===== config.mk =====
export PLATFORM = sky130hd
export DESIGN_NAME = seg_pipe_adder
export DESIGN_NICKNAME = d
export VERILOG_FILES = /design/src/rtl/seg_pipe_adder.sv
export SDC_FILE = /design/constraint.sdc
export NUM_CORES = 1
export LEC_CHECK = 0
export BUFFER_PORTS_ARGS = -buffer_cell sky130_fd_sc_hd__buf_2
export CORE_MARGIN = 5
export CORE_UTILIZATION = 55
export CTS_BUF_LIST = sky130_fd_sc_hd__clkbuf_16
export DETAILED_ROUTE_END_ITERATION = 16
export PLACE_DENSITY = 0.78
export SLEW_MARGIN = 20
export SYNTH_ARGS = -nofsm -noshare
export SYNTH_HDL_FRONTEND = slang
export SYNTH_SLANG_ARGS = --single-unit

===== constraint.sdc =====
create_clock -name clock -period 4.2 [get_ports clock]
set_clock_uncertainty 0.05 [all_clocks]
set_input_delay 0.21 -clock clock [delete_from_list [all_inputs] [get_ports clock]]
set_output_delay 0.21 -clock clock [all_outputs]
set_load 0.005 [all_outputs]

===== src/rtl/seg_pipe_adder.sv =====
// Segmented pipelined adder/subtractor: one SEG-bit slice of the sum is resolved per
// stage, with the inter-slice carry registered and the whole pipe under one global stall.
module seg_pipe_adder #(
    parameter int WIDTH_A = 16,
    parameter int WIDTH_B = 8,
    parameter int SEG     = 8
) (
    input  logic               clock,
    input  logic               reset,
    input  logic               in_valid,
    output logic               in_ready,
    input  logic               in_sub,
    input  logic [WIDTH_A-1:0] in_a,
    input  logic [WIDTH_B-1:0] in_b,
    input  logic               flush,
    output logic               out_valid,
    input  logic               out_ready,
    output logic [WIDTH_A:0]   out_sum
);

    localparam int STAGES = WIDTH_A / SEG;
    localparam int LAST   = STAGES - 1;

    logic [STAGES-1:0]  valid_r;
    logic [STAGES-1:0]  carry_r;
    logic [STAGES-1:0]  sub_r;
    logic [WIDTH_A-1:0] a_r   [STAGES];
    logic [WIDTH_A-1:0] b_r   [STAGES];
    logic [WIDTH_A-1:0] sum_r [STAGES];

    logic               advance_s;
    logic [WIDTH_A-1:0] bext_s;
    logic [STAGES-1:0]  src_v_s;
    logic [STAGES-1:0]  src_c_s;
    logic [STAGES-1:0]  src_sub_s;
    logic [WIDTH_A-1:0] src_a_s   [STAGES];
    logic [WIDTH_A-1:0] src_b_s   [STAGES];
    logic [WIDTH_A-1:0] src_sum_s [STAGES];
    logic [SEG:0]       seg_s     [STAGES];
    logic [WIDTH_A-1:0] nxt_sum_s [STAGES];
    logic [STAGES-1:0]  nxt_c_s;

    assign advance_s = out_ready | ~valid_r[LAST];
    assign in_ready  = advance_s;
    assign out_valid = valid_r[LAST];
    assign out_sum   = {carry_r[LAST], sum_r[LAST]};

    // Stage inputs: stage 0 takes the operands (b pre-inverted for subtract), later stages their predecessor
    always_comb begin
        bext_s       = WIDTH_A'(in_b);
        src_v_s[0]   = in_valid;
        src_a_s[0]   = in_a;
        src_b_s[0]   = in_sub ? ~bext_s : bext_s;
        src_sum_s[0] = {WIDTH_A{1'b0}};
        src_c_s[0]   = in_sub;
        src_sub_s[0] = in_sub;
        for (int k = 1; k < STAGES; k++) begin
            src_v_s[k]   = valid_r[k-1];
            src_a_s[k]   = a_r[k-1];
            src_b_s[k]   = b_r[k-1];
            src_sum_s[k] = sum_r[k-1];
            src_c_s[k]   = carry_r[k-1];
            src_sub_s[k] = sub_r[k-1];
        end
    end

    // Per-stage slice add; the last stage turns its carry into a borrow flag when subtracting
    always_comb begin
        for (int k = 0; k < STAGES; k++) begin
            seg_s[k] = {1'b0, src_a_s[k][k*SEG +: SEG]}
                     + {1'b0, src_b_s[k][k*SEG +: SEG]}
                     + {{SEG{1'b0}}, src_c_s[k]};
            nxt_sum_s[k] = src_sum_s[k];
            nxt_sum_s[k][k*SEG +: SEG] = seg_s[k][SEG-1:0];
            if (k == LAST) begin
                nxt_c_s[k] = seg_s[k][SEG] ^ src_sub_s[k];
            end else begin
                nxt_c_s[k] = seg_s[k][SEG];
            end
        end
    end

    // Pipeline registers: flush beats advance, and the whole pipe holds on a stall
    always_ff @(posedge clock or negedge reset) begin
        if (!reset) begin
            valid_r <= {STAGES{1'b0}};
            carry_r <= {STAGES{1'b0}};
            sub_r   <= {STAGES{1'b0}};
            for (int k = 0; k < STAGES; k++) begin
                a_r[k]   <= {WIDTH_A{1'b0}};
                b_r[k]   <= {WIDTH_A{1'b0}};
                sum_r[k] <= {WIDTH_A{1'b0}};
            end
        end else if (flush) begin
            valid_r <= {STAGES{1'b0}};
        end else if (advance_s) begin
            valid_r <= src_v_s;
            carry_r <= nxt_c_s;
            sub_r   <= src_sub_s;
            for (int k = 0; k < STAGES; k++) begin
                a_r[k]   <= src_a_s[k];
                b_r[k]   <= src_b_s[k];
                sum_r[k] <= nxt_sum_s[k];
            end
        end
    end

endmodule


==> reports/metrics.yaml <==
grt:
  grt_pass1_wl_microns: 7050
  grt_antenna_before_repair: 0
  globalRouteOverflowTotal: 0
  grt_max_degree: 48
  first_global_vias: 1685
  track_usage_pct: 17.3
detailed_routing:
  drt_pass1_iterations: 4
  antenna_left: 0
  vias: 1740
  first_iter_violations: 91
  wl_microns: 4160
  route.detailed.drc: 0
  wl_per_cell_microns: 12.5
  vias_per_cell: 5.24
power:
  p_per_area_nw_per_um2: 451
  comb_power_share_pct: 27.9
  p_leak_nw: 1.29
  switching_power_mw: 0.343
  irDropWorstVdd_mv: 0.224
  pwr-share-clk_pct: 30.4
  p_int_mw: 0.791
  seq_power_share_pct: 41.7
  swShare_pct: 30.3
cells_and_area:
  syn2layout_area_growth_pct: 19.0
  drive_gt1_share_pct: 21.1
  fin_cells: 332
  diodes: 0
  fin_nets: 331
  fillers: 308
  fin_util_pct: 68.2
  fin_area_sq_um: 2520
sta:
  slew_headroom_pct: 46.2
  fin_setup_tns_ns: 0
  tightest_slew_ns: 0.807
  drv_slew: 0
  fin_crit_ns: 2.28
  hold_violations: 0
  setup_viol: 0
  rsz0062_at_grt: "false"
  max_freq_ghz: 0.438
  period_share_pct: 54.4
setup_path:
  r2r-start: "b_r[30]$_DFFE_PN0P_"
  crit_type: "reg -> reg"
  cp-end-kind: "flop"
  rr_worst_depth: 8
  endpoint: "out_sum[14]$_DFFE_PN0P_"
  r2r_slack_ns: 1.92
  r2r-end: "out_sum[14]$_DFFE_PN0P_"
  worstSetupStartpoint: "b_r[30]$_DFFE_PN0P_"
  critPathLaunchType: "flop"
  critPathRequiredTime_ns: 4.34
  arrival_ns: 2.42
  cp_max_fo: 9
clock_network:
  clkTransAtPathRegs_ns: 0.05
  cts_resized: 0
  insertion_delay_ns: 0.28
  root_buffer: "clkbuf_16"
  htreeDepth: 2
  cts_tree: "yes"
  postCtsSetupRepairBufs: 0
  clock_sinks: 37
  clock_path_buffers: 2
  cts-buffers-inserted: 5
floorplan:
  start_util_pct: 57.4
  row_count: 22
  die_area_sq_um: 5190
  core_sq_um: 3690
  ios: 49
  die_w_microns: 72.0
  die_h_microns: 72.0
logic_synthesis:
  yosysSeqAreaShare_pct: 43.8
  synth_xor_area_share_pct: 6.21
  synth_top_family_by_area: "simple AND/OR/NAND/NOR gates"
  synth.most_common_cell: "nand2_1"
  synth_ff_type: "dfrtp_1"
  synth_mux_area_share_pct: 1.12
  synthArstFlopShare_pct: 100
  synth_cell_types: 34
  synth_seq_cells: 37
  synth_edf_count: 0
  yosysTopAreaCell: "dfrtp_1"
  synth_compound_area_share_pct: 15.2
  synth_top_area_share_pct: 43.8
  avgSynthCellArea_sq_um: 8.93
  synthCells: 237
  synth_area_leaders: "dfrtp_1 44%, nand2_1 12%, ha_1 8.3%"
  yosys.area_share.simple_pct: 18.3
  synth_fa_ha_area_share_pct: 11.1
  synth.cells.most_frequent: "70 x nand2_1, 37 x dfrtp_1, 22 x o21ai_0"
  syn_nets: 284
  yosys_warnings: 0
  synth_area_sq_um: 2120
run:
  cap_violations: 0
outcome:
  status: "completed"
place:
  dp_cells: 324
  portBuffers: 48
  dp_hpwl_microns: 3100
  placedInstanceArea_sq_um: 2370
  routabilityCongestion: 0.820
min_path:
  hold_class: "in -> reg"
## placed cells by master, fill, tap and decap left out, types with 3 or more instances in the layout
| cell | netlist | final |
|---|---|---|
| dfrtp_1 | 37 | 37 |
| a21oi_1 | 7 | 7 |
| o21a_1 | 4 | 4 |
| o21ai_0 | 22 | 22 |
| xor2_1 | 13 | 13 |
| buf_2 | 3 | 48 |
| a31oi_1 | 3 | 3 |
| clkbuf_16 | 0 | 5 |
| fa_1 | 3 | 3 |
| o31ai_1 | 3 | 3 |
| nand2_1 | 70 | 70 |
| a211oi_1 | 4 | 4 |
| ha_1 | 14 | 14 |
| inv_1 | 10 | 10 |
| nor2_1 | 11 | 11 |
## worst max-delay path: stages, from the launching register on
cell	delay, ns
dfrtp_1	0.49
fa_1	0.45
inv_1	0.09
fa_1	0.25
nor2b_4	0.05
o31a_1	0.28
o21a_1	0.19
o21a_1	0.17
o31ai_2	0.16
## flip-flops by register name (all words and copies together) (netlist names)
name	count
nxt_sum_s	8
b_r	1
a_r	8
out_sum	16
valid_r	2
carry_r	2
## per-stage QoR
stage	hold WS [ns]	total power, mW	setup WS [ns]
after CTS	0.0637	1.15	1.91
after detailed placement	0.299	0.797	1.94
after floorplan	-0.136	0.686	2.06
after global routing	0.0742	1.21	1.80
final	0.0725	1.13	1.92
after global placement	0.299	0.784	1.97
## cell families (layout without fill, tap and decap cells)
logic type / after synthesis / after routing
AOI/OAI and AO/OA: 52 / 52
xor gates and xnor gates: 15 / 15
adders and majority gates: 17 / 17
buffers and inverters: 20 / 67
DFF: 37 / 37
muxes: 2 / 2
and+or+nand+nor: 94 / 94
## how the worst min path moves through the flow
stage / to / cells after the start / from
after floorplan: a_r[24]$_DFFE_PN0P_ / 0 / reset
after global placement: a_r[28]$_DFFE_PN0P_ / 1 / reset
after detailed placement: a_r[28]$_DFFE_PN0P_ / 1 / reset
after CTS: valid_r[1]$_DFFE_PN0P_ / 2 / flush
after global routing: a_r[31]$_DFFE_PN0P_ / 3 / in_a[15]
final: valid_r[1]$_DFFE_PN0P_ / 2 / flush
## final cells by class
cell class | count | area [sq um] | share of cell area [%]
multi-input combinational | 180 | 1100 | 43.7
sequential | 37 | 926 | 36.8
timing repair buffer | 50 | 258 | 10.2
clock buffer | 5 | 125 | 4.97
tap | 48 | 60.1 | 2.39
inverter | 10 | 37.5 | 1.49
clock inverter | 2 | 11.3 | 0.447
## layer usage
layer / vias to the layer above / part of all wire (%) / global-route usage (%)
met5: - / 0 / 0
met4: 0 / 2.3 / 7.93
met3: 10 / 5.7 / 4.02
met2: 52 / 48 / 30.2
met1: 793 / 44 / 20.0
li1: 885 / - / -
## timing repair
action | in CTS | in global routing
hold endpoints to repair | 6 | 0
hold buffers | 1 | 0
setup endpoints to repair | 0 | 0
## power by group through the flow
stage	Combinational (mW)	Sequential [mW]	Clock [mW]
after floorplan	0.210	0.476	0
after global placement	0.309	0.476	0
after detailed placement	0.318	0.479	0
after CTS	0.321	0.474	0.353
after global routing	0.363	0.483	0.366
final	0.317	0.473	0.345
(Power assumes the default switching activity.)
